## config.mk

```make
export PLATFORM = sky130hd
export DESIGN_NAME = line_raster_stream
export DESIGN_NICKNAME = d
export VERILOG_FILES = /design/src/rtl/line_raster_stream.sv
export SDC_FILE = /design/constraint.sdc
export NUM_CORES = 1
export LEC_CHECK = 0
export CAP_MARGIN = 30
export CORE_ASPECT_RATIO = 1.4
export CORE_MARGIN = 5
export CORE_UTILIZATION = 30
export CTS_CLUSTER_SIZE = 16
export DETAILED_ROUTE_END_ITERATION = 12
export GPL_TIMING_DRIVEN = 0
export SYNTH_ARGS = -nofsm -noshare
export SYNTH_HDL_FRONTEND = slang
export SYNTH_SLANG_ARGS = --single-unit
```

## constraint.sdc

```tcl
create_clock -name clk -period 6.3 [get_ports clk]
set_input_delay 1.575 -clock clk [delete_from_list [all_inputs] [get_ports clk]]
set_output_delay 1.575 -clock clk [all_outputs]
set_load 0.005 [all_outputs]
```

## src/rtl/line_raster_stream.sv

```systemverilog
// All-octant Bresenham line rasteriser: one two-endpoint command in, a
// back-pressured stream of pixels out, from (x0,y0) through (x1,y1).
module line_raster_stream #(
    parameter int COORD_W = 8
) (
    input  logic               clk,
    input  logic               rst,
    input  logic               cmd_valid,
    output logic               cmd_ready,
    input  logic [COORD_W-1:0] cmd_x0,
    input  logic [COORD_W-1:0] cmd_y0,
    input  logic [COORD_W-1:0] cmd_x1,
    input  logic [COORD_W-1:0] cmd_y1,
    output logic               pix_valid,
    input  logic               pix_ready,
    output logic [COORD_W-1:0] pix_x,
    output logic [COORD_W-1:0] pix_y,
    output logic               pix_last,
    output logic               busy,
    output logic               done
);
    typedef enum logic [1:0] {S_IDLE, S_SETUP, S_DRAW, S_DONE} state_t;

    state_t r_state;
    state_t w_state_next;

    logic [COORD_W-1:0] r_cx, r_cy, r_x1, r_y1;
    logic [COORD_W:0]   r_dx, r_dy;   // dx >= 0, dy <= 0, two's complement
    logic [COORD_W+1:0] r_err;
    logic               r_sx_pos, r_sy_pos;

    logic [COORD_W-1:0] w_adx, w_ady;
    logic [COORD_W+2:0] w_e2, w_dx_e2, w_dy_e2;
    logic [COORD_W+1:0] w_err_next;
    logic               w_last, w_hs, w_step_x, w_step_y;

    // The current position was loaded with (x0,y0) at accept time
    assign w_adx = (r_x1 > r_cx) ? r_x1 - r_cx : r_cx - r_x1;
    assign w_ady = (r_y1 > r_cy) ? r_y1 - r_cy : r_cy - r_y1;

    assign w_last   = (r_cx == r_x1) && (r_cy == r_y1);
    assign w_hs     = (r_state == S_DRAW) && pix_ready;
    assign w_e2     = {r_err, 1'b0};
    assign w_dx_e2  = {2'b00, r_dx};
    assign w_dy_e2  = {{2{r_dy[COORD_W]}}, r_dy};
    assign w_step_x = $signed(w_e2) >= $signed(w_dy_e2);
    assign w_step_y = $signed(w_e2) <= $signed(w_dx_e2);
    assign w_err_next = r_err
                      + (w_step_x ? {r_dy[COORD_W], r_dy} : {(COORD_W+2){1'b0}})
                      + (w_step_y ? {1'b0, r_dx}          : {(COORD_W+2){1'b0}});

    always_comb begin
        w_state_next = r_state;
        case (r_state)
            S_IDLE:  if (cmd_valid)        w_state_next = S_SETUP;
            S_SETUP:                       w_state_next = S_DRAW;
            S_DRAW:  if (w_hs && w_last)   w_state_next = S_DONE;
            S_DONE:                        w_state_next = S_IDLE;
            default:                       w_state_next = S_IDLE;
        endcase
    end

    always_ff @(posedge clk) begin
        if (rst) begin
            r_state  <= S_IDLE;
            r_cx     <= '0;
            r_cy     <= '0;
            r_x1     <= '0;
            r_y1     <= '0;
            r_dx     <= '0;
            r_dy     <= '0;
            r_err    <= '0;
            r_sx_pos <= 1'b0;
            r_sy_pos <= 1'b0;
        end else begin
            r_state <= w_state_next;
            case (r_state)
                S_IDLE: if (cmd_valid) begin
                    r_cx <= cmd_x0;
                    r_cy <= cmd_y0;
                    r_x1 <= cmd_x1;
                    r_y1 <= cmd_y1;
                end
                S_SETUP: begin
                    r_dx     <= {1'b0, w_adx};
                    r_dy     <= {(COORD_W+1){1'b0}} - {1'b0, w_ady};
                    r_err    <= {2'b00, w_adx} - {2'b00, w_ady};
                    r_sx_pos <= r_cx < r_x1;
                    r_sy_pos <= r_cy < r_y1;
                end
                S_DRAW: if (w_hs && !w_last) begin
                    r_err <= w_err_next;
                    if (w_step_x) r_cx <= r_sx_pos ? r_cx + 1'b1 : r_cx - 1'b1;
                    if (w_step_y) r_cy <= r_sy_pos ? r_cy + 1'b1 : r_cy - 1'b1;
                end
                default: ;
            endcase
        end
    end

    assign cmd_ready = (r_state == S_IDLE);
    assign pix_valid = (r_state == S_DRAW);
    assign pix_x     = r_cx;
    assign pix_y     = r_cy;
    assign pix_last  = (r_state == S_DRAW) && w_last;
    assign busy      = (r_state != S_IDLE);
    assign done      = (r_state == S_DONE);
endmodule

```

==> results.json <==
{
  "grt_overflow": 0,
  "routed_wl_microns": 17080,
  "hp-class": "reg2reg",
  "area_growth_pct": 20.32,
  "clk_pin_slew_worst_paths_ns": 0.06,
  "synthesis.nets": 882,
  "maxCapViolations": 0,
  "setup_viol": 0,
  "status": "finished, final reports clean",
  "holdBufCountCts": 0,
  "finalNetCount": 949,
  "start_kind": "register",
  "tritoncts": "yes",
  "ys_seq_area_frac": 0.2120,
  "ys_ff_latch": 63,
  "timing.rr.start": "r_dy[4]",
  "die_x_microns": 129.0,
  "syn-mean-instance-area_sq_um": 7.964,
  "ctsLongestPathBuffers": 2,
  "grt_max_degree": 12,
  "avgViaCountPerCell": 5.069,
  "synth_area_sq_um": 5949,
  "worst-r2r-setup-slack_ns": 1.39,
  "ys_async_sr_fraction": 0,
  "dieArea_sq_um": 22790,
  "min-delay-start": "r_x1[0]",
  "drtIter0Drc": 250,
  "n_antenna_cell": 0,
  "coreArea_sq_um": 19690,
  "finalHoldViolCount": 0,
  "antenna_found_initial": 0,
  "tightest_slew_ns": 1.012,
  "min_period_ns": 4.915,
  "wl_per_cell_microns": 15.95,
  "hold_end": "r_x1[0]",
  "drc_errors": 0,
  "htreeDepth": 3,
  "cts_resized": 0,
  "slew_headroom": 0.3206,
  "track_usage": 0.1523,
  "netlist_instances": 747,
  "port_buffers": 56,
  "dieHeight_microns": 176.6,
  "initial_core_util": 0.3021,
  "finalMaxSlewViolations": 0,
  "final_cell_mix": "83 x ha_1, 80 x inv_1, 72 x nor2_1",
  "layout.cells.non_filler": 1071,
  "dp_hpwl_microns": 14080,
  "crit_slowest_cell": "o21ai_1",
  "ant_nets": 0,
  "synth_edf_count": 0,
  "max_stage_delay_ns": 0.79,
  "tns_ns": 0,
  "crit_path_frequent_cell": "a21o_1",
  "gp_congestion": 0.9007,
  "grt_setup_unrepaired": "no",
  "synth_cell_types": 66,
  "crit_fanout": 9,
  "layout.cells.most_common": "ha_1",
  "cp.required_ns": 6.56,
  "rr_worst_depth": 20,
  "rows": 61,
  "ys_warn_count": 0,
  "dr.pass1.iters": 5,
  "grt_pass1_vias": 5416,
  "whs_ns": 0.4834,
  "clock-sinks": 63,
  "ios": 57,
  "via_count": 5429,
  "endpoint_kind": "register",
  "worstSetupPathType": "reg2reg",
  "grt_pass1_wl_microns": 27410,
  "path_cells": "inv_1, ha_1, a21o_1, a21o_1, a21o_1, a211o_1, o21ai_1, nor2_1, fa_1, ha_1, inv_1, fa_1, nor2b_1, o21ai_0, nand2b_1, a21o_1, a21oi_1, o21ai_0, xnor3_1, o22ai_1",
  "post-cts-setup-buffers": 0,
  "dp_cells": 1055,
  "ys.flop_type": "dfxtp_1",
  "cts_made_buffers": 9,
  "hold_depth": 2,
  "period_share": 0.7801,
  "arrival_ns": 5.17,
  "clk-insertion-delay-late_ns": 0.34,
  "r2r-end": "r_err[9]",
  "finClkSkew_ns": 0.008880,
  "fmax_mhz": 203.5,
  "layout-drive-gt1-share": 0.04396,
  "root_buffer": "clkbuf_16"
}
-- registers in the layout, indices dropped and copies added (netlist names) --
register  count
r_err        10
r_y1          8
r_dy          9
r_dx          8
r_state       2
pix_x         8
pix_y         8
r_sy_pos      1
r_sx_pos      1
r_x1          8
-- worst max path at each step --
stage                     slack [ns]     from  endpoint
after detailed placement        1.36  r_dy[4]  r_err[9]
after global placement          1.38  r_dy[4]  r_err[9]
after CTS                       1.33  r_dy[4]  r_err[9]
after floorplan                 2.25  r_dy[4]  r_err[9]
after global routing            1.04  r_dy[4]  r_err[9]
final                           1.39  r_dy[4]  r_err[9]
-- cell families after synthesis --
logic type                 count (synthesis)  synth area share
and+or+nand+nor                          211            0.1640
AOI/OAI and AO/OA                        195            0.2118
buffers and inverters                    112           0.07466
adders and majority gates                 99            0.2284
DFF                                       63            0.2120
xor gates and xnor gates                  34           0.05237
muxes                                     33           0.05678
-- layout make-up --
| class | count | area, sq um |
|---|---|---|
| buffer | 30 | 136.4 |
| clock buffer | 11 | 252.7 |
| clock inverter | 5 | 80.08 |
| fill | 2079 | 12530 |
| inverter | 82 | 307.8 |
| multi-input combinational | 572 | 4244 |
| sequential | 63 | 1261 |
| tap | 252 | 315.3 |
| timing repair buffer | 56 | 560.5 |
-- synthesized netlist by cell type, types with 4 or more instances --
cell      count  area (sq um)
nand2b_1      6         37.54
a21o_1       16         120.1
xor2_1       13         113.9
o21ai_0      28         140.1
clkbuf_1     18         67.56
o21bai_1      7         52.55
mux2i_1      30         300.3
o21a_1        4         30.03
and2_1        5         31.28
a31oi_1       5         31.28
a221oi_1      5         43.79
nand2_1      65         244.0
or3_1         6         37.54
nor3_1       13         65.06
a21oi_1      68         340.3
nor2_1       72         270.3
inv_1        80         300.3
ha_1         83          1039
dfxtp_1      63          1261
buf_2         4         20.02
nor2b_1      12         75.07
fa_1         16         320.3
a211oi_1     24         180.2
nand4_1       6         37.54
buf_1         4         15.01
a32oi_1       4         35.03
xnor2_1      20         175.2
nand3_1       8         40.04
-- critical path: cells and delay by family, from the launching register on --
family,cells,cell delay (ns)
AO/OA/AOI/OAI,10,2.29
adder cells (fa/ha/maj),4,1.40
AND/OR/NAND/NOR,3,0.42
flip-flops,1,0.36
XOR/XNOR,1,0.25
buffers and inverters,2,0.12
-- metrics by stage --
stage / util / setup WS, ns / cell area, sq um
after floorplan: - / 2.255 / 5949
after global placement: 0.3466 / 1.379 / 6825
after detailed placement: 0.3466 / 1.357 / 6825
after CTS: 0.3635 / 1.331 / 7158
after global routing: 0.3635 / 1.044 / 7158
final: 0.3635 / 1.385 / 7158
-- routing by layer --
metal  GRT usage  vias to the layer above  share of wire
met3     0.01721                       36          0.028
li1            -                     2740              -
met4     0.06436                        0          0.033
met2      0.2840                      107           0.53
met5           0                        -              0
met1      0.1723                     2546           0.41
Power is not shown: default switching activity piles up to over one toggle a cycle in this logic, so the estimate is an artifact.
